`config.mk`:
```
export PLATFORM = sky130hd
export DESIGN_NAME = bram_fifo_ctrl
export DESIGN_NICKNAME = d
export VERILOG_FILES = /design/src/rtl/rigel_bram_pkg.sv /design/src/rtl/bram_fifo_skid.sv /design/src/rtl/bram_fifo_ctrl.sv
export SDC_FILE = /design/constraint.sdc
export NUM_CORES = 1
export LEC_CHECK = 0
export BUFFER_PORTS_ARGS = -buffer_cell sky130_fd_sc_hd__buf_2
export CORE_ASPECT_RATIO = 0.5
export CORE_UTILIZATION = 46
export DETAILED_ROUTE_END_ITERATION = 12
export PLACE_DENSITY_LB_ADDON = 0.05
export REMOVE_ABC_BUFFERS = 1
export SLEW_MARGIN = 20
export SYNTH_ARGS = -nofsm -noshare
export SYNTH_HDL_FRONTEND = slang
export SYNTH_SLANG_ARGS = --single-unit
```
`constraint.sdc`:
```
create_clock -name CLK -period 3 [get_ports CLK]
set_clock_uncertainty 0.05 [all_clocks]
set_input_delay 0.15 -clock CLK [delete_from_list [all_inputs] [get_ports CLK]]
set_output_delay 0.15 -clock CLK [all_outputs]
set_load 0.02 [all_outputs]
```
`src/rtl/rigel_bram_pkg.sv`:
```
// Shared defaults and pointer/count types for the block-RAM FIFO controller.
package rigel_bram_pkg;
  localparam int ADDR_BITS_DEF = 9;
  localparam int DATA_BITS_DEF = 32;

  typedef logic [ADDR_BITS_DEF:0]   ptr_t;
  typedef logic [ADDR_BITS_DEF+1:0] cnt_t;
endpackage

```
`src/rtl/bram_fifo_skid.sv`:
```
// Two-entry head/skid output buffer fed by the 1-cycle-latency RAM read port.
module bram_fifo_skid #(
  parameter int DATA_BITS = 32
) (
  input  logic                 CLK,
  input  logic                 reset,
  input  logic                 land_valid,
  input  logic [DATA_BITS-1:0] land_data,
  input  logic                 pop,
  output logic [1:0]           occ,
  output logic                 out_valid,
  output logic [DATA_BITS-1:0] out_data
);
  logic                 head_v_q, head_v_d, skid_v_q, skid_v_d;
  logic [DATA_BITS-1:0] head_q, head_d, skid_q, skid_d;

  always_comb begin
    head_v_d = head_v_q;
    head_d   = head_q;
    skid_v_d = skid_v_q;
    skid_d   = skid_q;
    if (pop) begin
      if (skid_v_q) begin
        head_d   = skid_q;
        head_v_d = 1'b1;
        skid_v_d = land_valid;
        skid_d   = land_data;
      end else begin
        head_v_d = land_valid;
        if (land_valid) head_d = land_data;
      end
    end else if (land_valid) begin
      // Head keeps its word while stalled; a late landing parks in the skid.
      if (!head_v_q) begin
        head_d   = land_data;
        head_v_d = 1'b1;
      end else begin
        skid_d   = land_data;
        skid_v_d = 1'b1;
      end
    end
  end

  always_ff @(posedge CLK or posedge reset) begin
    if (reset) begin
      head_v_q <= 1'b0;
      skid_v_q <= 1'b0;
      head_q   <= '0;
      skid_q   <= '0;
    end else begin
      head_v_q <= head_v_d;
      skid_v_q <= skid_v_d;
      head_q   <= head_d;
      skid_q   <= skid_d;
    end
  end

  assign occ       = {1'b0, head_v_q} + {1'b0, skid_v_q};
  assign out_valid = head_v_q;
  assign out_data  = head_q;
endmodule

```
`src/rtl/bram_fifo_ctrl.sv`:
```
// FIFO control around one dual-port block RAM plus a 2-entry output buffer.
// Optional high-water mark tracking is built when BRAM_FIFO_HWM_EN is defined.
module bram_fifo_ctrl
  import rigel_bram_pkg::*;
#(
  parameter int ADDR_BITS = ADDR_BITS_DEF,
  parameter int DATA_BITS = DATA_BITS_DEF
) (
  input  logic                 CLK,
  input  logic                 reset,
  input  logic                 in_valid,
  output logic                 in_ready,
  input  logic [DATA_BITS-1:0] in_data,
  output logic                 out_valid,
  input  logic                 out_ready,
  output logic [DATA_BITS-1:0] out_data,
  output logic [ADDR_BITS+1:0] count,
  output logic                 ram_ena,
  output logic                 ram_wea,
  output logic [ADDR_BITS-1:0] ram_addra,
  output logic [DATA_BITS-1:0] ram_dia,
  output logic                 ram_enb,
  output logic [ADDR_BITS-1:0] ram_addrb,
  input  logic [DATA_BITS-1:0] ram_dob
`ifdef BRAM_FIFO_HWM_EN
  ,
  output logic [ADDR_BITS+1:0] hwm,
  input  logic                 hwm_clr
`endif
);
  logic [ADDR_BITS:0] wr_q, wr_d, rd_q, rd_d, ram_cnt;
  logic               infl_q;
  logic               push, pop;
  logic [1:0]         occ;
  logic [2:0]         pend;

  assign ram_cnt = wr_q - rd_q;
  // ram_cnt never exceeds DEPTH, so its MSB alone flags full.
  assign in_ready = !ram_cnt[ADDR_BITS];
  assign push     = in_valid && in_ready;
  assign pop      = out_valid && out_ready;

  // Words owed to the buffer after this cycle's pop; issue only if one slot is free.
  assign pend    = {1'b0, occ} + {2'b0, infl_q} - {2'b0, pop};
  assign ram_enb = (ram_cnt != '0) && (pend < 3'd2);

  assign ram_ena   = push;
  assign ram_wea   = push;
  assign ram_addra = wr_q[ADDR_BITS-1:0];
  assign ram_dia   = in_data;
  assign ram_addrb = rd_q[ADDR_BITS-1:0];

  assign wr_d = wr_q + {{ADDR_BITS{1'b0}}, push};
  assign rd_d = rd_q + {{ADDR_BITS{1'b0}}, ram_enb};

  always_ff @(posedge CLK or posedge reset) begin
    if (reset) begin
      wr_q   <= '0;
      rd_q   <= '0;
      infl_q <= 1'b0;
    end else begin
      wr_q   <= wr_d;
      rd_q   <= rd_d;
      infl_q <= ram_enb;
    end
  end

  bram_fifo_skid #(.DATA_BITS(DATA_BITS)) u_skid (
    .CLK       (CLK),
    .reset     (reset),
    .land_valid(infl_q),
    .land_data (ram_dob),
    .pop       (pop),
    .occ       (occ),
    .out_valid (out_valid),
    .out_data  (out_data)
  );

  assign count = {1'b0, ram_cnt} + {{(ADDR_BITS+1){1'b0}}, infl_q} + {{ADDR_BITS{1'b0}}, occ};

`ifdef BRAM_FIFO_HWM_EN
  logic [ADDR_BITS+1:0] count_d, hwm_q, hwm_d;

  assign count_d = count + {{(ADDR_BITS+1){1'b0}}, push} - {{(ADDR_BITS+1){1'b0}}, pop};

  always_comb begin
    hwm_d = hwm_q;
    if (hwm_clr)              hwm_d = count_d;
    else if (count_d > hwm_q) hwm_d = count_d;
  end

  always_ff @(posedge CLK or posedge reset) begin
    if (reset) hwm_q <= '0;
    else       hwm_q <= hwm_d;
  end

  assign hwm = hwm_q;
`endif
endmodule

```
### Word-level counts from Yosys, hierarchy flattened

Index checks and enable logic that the tools add are counted.

* flip-flop bits (word level): 87
* input bits: 68
* output and inout bits: 98
* word-level logic and storage cells: 45

* $add $sub $neg: 8
* magnitude comparators: 1
* equal/unequal tests: 2
* mux-type cells: 16
* reductions and logical operators: 11

Operator list (count)
* 2-to-1 mux 32 bit: 9
* adder 10 x 1 -> 10 bit: 2
* adder 10 x 1 -> 11 bit: 1
* adder 11 x 2 -> 11 bit: 1
* nonzero test 10 bit: 1
* subtractor 10 bit: 1
* 2-to-1 mux 1 bit: 7
* AND reduction 3 bit: 2
* nonzero test 2 bit: 3
* adder 2 x 1 -> 3 bit: 1
* logical AND 1 bit: 3
* less-than comparator 3 x 2 -> 1 bit (second input constant): 1
* subtractor 3 x 1 -> 3 bit: 1
* adder 1 x 1 -> 2 bit: 1
* != test 2 x 1 -> 1 bit (second input constant): 1
* != test 2 bit (second input constant): 1
* AND reduction 2 bit: 1
* zero test 1 bit: 1

### Longest topological paths before layout

Gate-level depths: netlist of the first run.

* depth in word-level cells: 6
* mapped depth: 13
* mapped depth without buffers: 13

### Hierarchy

From an unflattened synthesis of the first run, not the netlist that was laid out.

* cell total of the unflattened synthesis: 418
* area, all modules: 4993.5 µm²

Modules (own cells, without submodules)
* bram_fifo_skid: times used 1, cells each 183, area an instance 2877.8 µm², sequential area each 1651.6 µm²
* bram_fifo_ctrl: times used 1, cells each 235, area an instance 2115.8 µm², sequential area each 525.5 µm²

### Worst setup path after synthesis of the first run

Ideal clock, no wire load.

* path kind: flip-flop to flip-flop
* start point: reg wr_q[3]
* end point: reg rd_q[8]
* library setup time: 0.080 ns
* arrival: 3.167 ns
* data required time: 2.870 ns
* path slack: -0.297 ns
* cell stages (with the launch flop): 12
* path buffers: 0
* clock period less this slack: 3.297 ns
* cells stage by stage: dfrtp_1 ha_1 a21o_1 a21oi_1 o21ai_0 xnor2_1 nor4bb_1 a41oi_1 ha_1 ha_1 nand4_1 xnor2_1

* word-level cells in the longest chain between the ends: 4

Ends and longest elaborated chain
* from (decl): line bram_fifo_ctrl.sv:31 `logic [ADDR_BITS:0] wr_q, wr_d, rd_q, rd_d, ram_cnt;`
* from (signal assigned): line bram_fifo_ctrl.sv:62 `wr_q <= wr_d;`
* subtractor 10 bit: line bram_fifo_ctrl.sv:37 `assign ram_cnt = wr_q - rd_q;`
* nonzero test 10 bit: line bram_fifo_ctrl.sv:45 `assign ram_enb = (ram_cnt != '0) && (pend < 3'd2);`
* logical AND 1 bit: line bram_fifo_ctrl.sv:45
* via ram_enb: line bram_fifo_ctrl.sv:22 `output logic ram_enb,`
* adder 10 x 1 -> 10 bit: line bram_fifo_ctrl.sv:54 `assign rd_d = rd_q + {{ADDR_BITS{1'b0}}, ram_enb};`
* via rd_d[8]: line bram_fifo_ctrl.sv:31
* to (signal assigned): line bram_fifo_ctrl.sv:63 `rd_q <= rd_d;`
* to (decl): line bram_fifo_ctrl.sv:31

The timed path passes the listed nets, and every way through them passes these cells.
A chain may end at the register's enable or synchronous reset.

### Final worst setup path of the first run

* start point: reg wr_q[0]
* end point: out count[9]

* word-level cells in the longest chain between the ends: 3

Ends and longest elaborated chain
* subtractor 10 bit: line bram_fifo_ctrl.sv:37
* adder 10 x 1 -> 11 bit: line bram_fifo_ctrl.sv:79 `assign count = {1'b0, ram_cnt} + {{(ADDR_BITS+1){1'b0}}, infl_q} + {{ADDR_BITS{1'b0}}, occ};`
* adder 11 x 2 -> 11 bit: line bram_fifo_ctrl.sv:79
* to (decl): line bram_fifo_ctrl.sv:17 `output logic [ADDR_BITS+1:0] count,`

Every way passes these cells.

==> results of run 1 <==
## metal layers
layer  up-vias  part of all wire [%]  GRT usage, %
met4         2                   1.3         6.481
li1       1702                     -             -
met5         -                  0.31         4.583
met2       118                    43         32.70
met1      1679                    47         28.92
met3        16                   8.1         9.571
## registers in the layout, indices dropped and copies added, names as in the netlist
register	count
infl_q	1
u_skid.out_data	32
wr_q	10
u_skid.out_valid	1
u_skid.skid_q	32
u_skid.skid_v_q	1
rd_q	10
## how the worst min path moves through the flow
stage               cells past startpoint                              to  slack [ns]   startpoint
finish                                  2   u_skid.skid_q[15]$_DFFE_PP0P_        0.01  ram_dob[15]
detailed placement                      2  u_skid.out_data[9]$_DFFE_PP0P_        0.03        reset
floorplan                               1     u_skid.skid_v_q$_DFFE_PP0P_        0.21    out_ready
global placement                        2  u_skid.out_data[9]$_DFFE_PP0P_        0.03        reset
CTS                                     2   u_skid.skid_q[10]$_DFFE_PP0P_      0.0002  ram_dob[10]
global route                            2   u_skid.skid_q[15]$_DFFE_PP0P_       0.001  ram_dob[15]
## kinds of logic after synthesis
kind of cell | share of synthesized area, %
DFF | 45.35
buffers and inverters | 10.76
and+or+nand+nor | 9.304
AOI/OAI and AO/OA | 8.757
muxes | 14.41
xor gates and xnor gates | 5.473
adders and majority gates | 5.942
## layout by cell type (no fill, tap or decap), drive strengths merged, types with 4 or more instances in the layout
cell type	Yosys	final
a21o	8	8
a21oi	7	7
and3	4	4
buf	59	150
clkbuf	7	10
dfrtp	87	87
dlygate4sd3	0	15
ha	18	18
inv	20	22
mux2	33	33
mux2i	32	32
nand2	38	38
nand3	11	11
nand4	4	4
nor2	5	5
nor2b	4	4
nor3	4	4
nor4	4	4
o21ai	37	37
xnor2	20	20
xor2	10	10
## worst reg2reg max path, stage by stage, from the launching register on
cell     delay [ns]
dfrtp_1        0.39
inv_2          0.08
ha_4           0.13
fa_2           0.22
nor2b_4        0.05
o31a_1         0.27
buf_4          0.15
o41ai_1        0.31
xor2_1         0.17
a41oi_2        0.28
ha_2           0.27
and4_1         0.24
nand3_1        0.11
xnor2_1        0.14
## through the flow
step	setup TNS (ns)	power, mW	hold WS [ns]	util (%)
floorplan	-12.87	4.461	0.2083	-
global placement	-0.008910	5.653	0.02594	54.48
detailed placement	-0.1767	5.721	0.02596	54.48
CTS	-0.2871	7.267	0.0001606	60.97
global route	-1.220	7.893	0.001445	62.01
finish	-0.1261	7.373	0.009736	62.01
## power by group through the flow
stage               Combinational [mW]  Sequential, mW  Clock, mW
CTS                               4.12            1.96       1.18
floorplan                         2.16            2.30          0
finish                            4.27            1.96       1.15
global placement                  3.69            1.96          0
detailed placement                3.74            1.98          0
global route                      4.63            2.03       1.24
## what timing repair did
item,in CTS,in global routing
endpoints found under the setup margin,12,17
hold buffers,14,1
resized for setup,24,14
buffers inserted,9,4
endpoints found under the hold margin,23,1
pin swaps,16,18
## final cells by class
type                    instances  area, um^2  area share (%)
well taps                     135       168.9           2.782
multi-input cells             271        2283           37.61
clock inverters                 6       77.57           1.278
repair buffers                165        1059           17.44
flip-flops and latches         87        2177           35.86
clock buffers                  10       229.0           3.772
inverters                      20       76.32           1.257
## synthesized netlist by cell type, drive strengths merged, types with 2 or more instances
cell type	number	area, um^2
nor3	4	20.02
o311ai	2	17.52
nand4	4	25.02
xor2	10	87.58
nor4	4	37.53
nor2b	4	32.53
nor2	5	18.77
nand2b	2	12.51
nand2	38	142.6
buf	59	415.4
and2	3	18.77
and3	4	25.02
nand3	11	55.05
dfrtp	87	2177
o21ai	37	185.2
a21o	8	61.31
mux2	33	371.6
inv	20	75.07
a211oi	2	15.01
or3	2	12.51
fa	3	60.06
clkbuf	7	26.28
o21bai	2	15.01
ha	18	225.2
mux2i	32	320.3
a21oi	7	35.03
xnor2	20	175.2
o21a	3	22.52
==> flow_metrics.tcl, run 1 <==
set metrics [dict create \
    numCtsBuffers 9 \
    start_util_pct 49.04 \
    start_kind "flop" \
    dr.first_iter.drc_count 140 \
    die_area_mm2 0.01087 \
    synth.avg_cell_area_um2 10.81 \
    violations "negative setup slack" \
    setup_viol 3 \
    diodes 0 \
    overflow 0 \
    yosys_warnings 0 \
    final_cells 694 \
    r2r_start "wr_q[0]$_DFF_PP0_" \
    r2r_setup_slack_ns 0.02 \
    relSlewSlack_pct 53.50 \
    cpLargestDelayFamily "simple AND/OR/NAND/NOR gates" \
    ys_seq_area_share_pct 45.35 \
    ys.flop_type "dfrtp_1" \
    cp_cell_sequence "inv_2, ha_4, fa_2, nor2b_4, o31a_1, o311a_1, or4_4, nor4_4, xnor2_1, buf_4" \
    drc 0 \
    min_period_ns 3.091 \
    hold_path_class "in -> reg" \
    max-vdd-ir-drop_mv 1.068 \
    clk_path_buf_depth 2 \
    critPathKind "reg -> out" \
    crit_arrival_ns 2.89 \
    swShare_pct 41.31 \
    setup.worst_path.end_class "output port" \
    tritoncts "built" \
    clockRootBuffer "clkbuf_16" \
    fmax_mhz 323.5 \
    crit_path_start "wr_q[0]$_DFF_PP0_" \
    comb_power_share_pct 57.9 \
    reg2reg_depth 13 \
    ys_ff_latch 87 \
    crit_fanout 3 \
    clock_power_share_pct 15.6 \
    drive_gt1_share_pct 41.14 \
    leakage_nw 3.045 \
    dp.cells 650 \
    dr.pass1.iters 5 \
    grt_use_total_pct 22.00 \
    routed_wl_um 11450 \
    ios 166 \
    status "complete, but fails checks" \
    design_area_mm2 0.006071 \
    post-route-period-util_pct 103.0 \
    hold_viol_final 0 \
    switchingPower_mw 3.046 \
    worst_slack_ns -0.09125 \
    antenna_found_initial 0 \
    num-fill-cells 838 \
    place_area_mm2 0.005334 \
    viasPerCell 5.068 \
    post_drt_wl_per_cell_um 16.49 \
    r2r_end "rd_q[9]$_DFF_PP0_" \
    gp_congestion 0.8457 \
    grt_pass1_wl_um 17970 \
    cp_slowest_stage_delay_ns 0.48 \
    fp.coreArea_mm2 0.009791 \
    die_h_um 74.24 \
    synthArstFlopShare_pct 100.0 \
    synth_cells 444 \
    portBuffers 101 \
    fin_nets 643 \
    grt_max_degree 78 \
    pre_cts_slack_ns -0.07252 \
    yosysUniqueCellTypes 46 \
    max-cap-violations 0 \
    critPathBufInv 2 \
    rows 25 \
    area_growth_pct 26.45 \
    crit_required_ns 2.80 \
    num_vias 3517 \
    path_depth 10 \
    power.density_mw_per_mm2 1215 \
    path_clk_slew_ns 0.06 \
    slowest_stage "or4_4" \
    htree_num_levels 3 \
    synth-edff-count 0 \
    clock_sinks 87 \
    tightest_slew_ns 0.6888 \
    cp-endpoint "count[9]" \
    synthesis.area_mm2 0.004801 \
    insertion_delay_ns 0.34 \
    p_int_mw 4.328 \
    grt_setup_unrepaired "true" \
    grt_pass1_vias 3368 \
    finalMaxSlewViolations 0 \
    die_width_um 146.5 \
    dp_hpwl_um 8055 \
    p_seq_share_pct 26.5 \
    ant_nets 0 \
]
No activity file was read; power rests on OpenSTA's default activity.
==> run 2: changes to the inputs <==
--- a/config.mk
+++ b/config.mk
@@ -7,7 +7,8 @@
 export LEC_CHECK = 0
 export BUFFER_PORTS_ARGS = -buffer_cell sky130_fd_sc_hd__buf_2
 export CORE_ASPECT_RATIO = 0.5
-export CORE_UTILIZATION = 46
+export CORE_UTILIZATION = 47
+export CTS_BUF_LIST = sky130_fd_sc_hd__clkbuf_8
 export DETAILED_ROUTE_END_ITERATION = 12
 export PLACE_DENSITY_LB_ADDON = 0.05
 export REMOVE_ABC_BUFFERS = 1
==> flow_metrics.tcl, run 2 (synthesis results as in run 1) <==
set metrics [dict create \
    htree_num_levels 3 \
    layout_common_cells "buf_2 (95), dfrtp_1 (87), buf_4 (50)" \
    path_clk_slew_ns 0.09 \
    overflow 0 \
    switchingPower_mw 3.044 \
    finalMaxSlewViolations 0 \
    tritoncts "built" \
    area_growth_pct 29.14 \
    grt_pass1_vias 3467 \
    die_width_um 144.9 \
    comb_power_share_pct 59.5 \
    r2r_setup_slack_ns 0.12 \
    status "complete, but fails checks" \
    fmax_mhz 320.7 \
    start_util_pct 49.67 \
    grt_use_total_pct 22.73 \
    power.density_mw_per_mm2 1166 \
    p_int_mw 4.186 \
    post-route-period-util_pct 103.9 \
    portBuffers 101 \
    p_seq_share_pct 27.2 \
    swShare_pct 42.10 \
    crit_required_ns 2.80 \
    post_drt_wl_per_cell_um 16.51 \
    dr.first_iter.drc_count 136 \
    grt_pass1_wl_um 18550 \
    leakage_nw 3.094 \
    slowest_stage "or4_4" \
    cp_slowest_stage_delay_ns 0.48 \
    fp.coreArea_mm2 0.009666 \
    violations "negative setup slack" \
    hold_path_class "in -> reg" \
    drive_gt1_share_pct 41.46 \
    mostFrequentLayoutCell "buf_2" \
    holdPathEnd "u_skid.skid_q[26]$_DFFE_PP0P_" \
    tightest_slew_ns 0.8181 \
    clock_power_share_pct 13.3 \
    dr.pass1.iters 4 \
    dp_hpwl_um 7932 \
    drc 0 \
    clock_sinks 87 \
    routed_wl_um 11710 \
    ant_nets 0 \
    pre_cts_slack_ns -0.08631 \
    clockRootBuffer "clkbuf_8" \
    r2r_end "rd_q[8]$_DFF_PP0_" \
    max-vdd-ir-drop_mv 0.9912 \
    fin_nets 658 \
    start_kind "flop" \
    setup_viol 4 \
    antenna_found_initial 0 \
    r2r_start "rd_q[0]$_DFF_PP0_" \
    rows 25 \
    grt_max_degree 65 \
    hold_start "ram_dob[26]" \
    setup.worst_path.end_class "output port" \
    worst_slack_ns -0.1181 \
    numCtsBuffers 9 \
    viasPerCell 5.071 \
    max-cap-violations 0 \
    crit_fanout 3 \
    cp_cell_sequence "inv_2, ha_4, fa_2, nor2b_4, o31a_1, o311a_1, or4_4, nor4_4, xnor2_1, buf_4" \
    diodes 0 \
    num_vias 3595 \
    clk_path_buf_depth 2 \
    crit_arrival_ns 2.92 \
    finalPower_mw 7.229 \
    insertion_delay_ns 0.35 \
    die_area_mm2 0.01065 \
    min_period_ns 3.118 \
    gp_congestion 0.8315 \
    ios 166 \
    die_h_um 73.47 \
    hold_viol_final 0 \
    reg2reg_depth 13 \
    grt_setup_unrepaired "true" \
    critPathKind "reg -> out" \
    relSlewSlack_pct 45.40 \
    hold_path_depth 2 \
]
[run 2: cell count changes in the layout (fill, tap and decap cells not counted), moves of 2 or more]
| cell | previous run | this run |
|---|---|---|
| dlygate4sd3_1 | 15 | 31 |
| clkbuf_16 | 9 | 0 |
| nor2b_2 | 0 | 2 |
| nor2b_1 | 3 | 1 |
| clkbuf_8 | 0 | 10 |
| buf_4 | 52 | 50 |
[run 2: how the worst max path moves through the flow]
stage	start	end	slack [ns]	cells after the start
after global placement	wr_q[0]$_DFF_PP0_	rd_q[8]$_DFF_PP0_	0.001	13
after floorplan	rd_q[3]$_DFF_PP0_	rd_q[8]$_DFF_PP0_	-0.44	12
after CTS	wr_q[0]$_DFF_PP0_	count[9]	-0.14	10
after detailed placement	wr_q[0]$_DFF_PP0_	rd_q[8]$_DFF_PP0_	-0.09	13
after global routing	wr_q[0]$_DFF_PP0_	count[9]	-0.26	10
final	wr_q[0]$_DFF_PP0_	count[9]	-0.12	10
[run 2: layer usage]
| metal | share of wire (%) | track usage, % | routed length [um] |
|---|---|---|---|
| met5 | 0.31 | 5.000 | 36 |
| met4 | 0.81 | 4.846 | 95 |
| met3 | 7.5 | 9.006 | 876 |
| met2 | 43 | 35.36 | 5087 |
| met1 | 48 | 29.65 | 5609 |
[run 2: final cells by class]
type	count	area (um^2)
clock buffers	10	137.6
clock inverters	6	100.1
fillers	799	3466
inverters	20	76.32
multi-input cells	271	2325
flip-flops and latches	87	2177
well taps	135	168.9
repair buffers	180	1215
[run 2: worst max-delay path: cells and delay by family, from the launching register on]
kind,cells,cell delay (ns)
and+or+nand+nor,3,0.83
AOI/OAI and AO/OA,2,0.57
adders and majority gates,2,0.37
buffers and inverters,2,0.25
xor gates and xnor gates,1,0.15
DFF,1,0.40
[run 2: stage by stage]
step / hold WS [ns] / instances / cell area, um^2 / util [%] / setup TNS, ns
2_1_floorplan: 0.2083 / 378 / 4359 / - / -12.87
3_3_place_gp: 0.2506 / 649 / 5326 / 55.11 / 0
3_5_place_dp: 0.2506 / 649 / 5326 / 55.11 / -0.1726
4_1_cts: 0.004799 / 706 / 6086 / 62.96 / -0.5852
5_1_grt: 0.01264 / 709 / 6200 / 64.14 / -1.087
6_report: 0.02258 / 709 / 6200 / 64.14 / -0.2739
[run 2: what timing repair did]
action / in CTS / in global routing
resized for setup: 30 / 19
endpoints found under the hold margin: 73 / 0
hold buffers: 31 / 0
setup endpoints to repair: 12 / 21
pin swaps: 13 / 17
buffers inserted: 10 / 3
[run 2: power by group through the flow]
| stage | Sequential [mW] | Combinational [mW] | Clock [mW] |
|---|---|---|---|
| after floorplan | 2.30 | 2.16 | 0 |
| after global routing | 2.04 | 4.69 | 1.02 |
| after global placement | 1.97 | 3.67 | 0 |
| after detailed placement | 1.99 | 3.69 | 0 |
| after CTS | 1.97 | 4.17 | 0.989 |
| final | 1.97 | 4.30 | 0.958 |
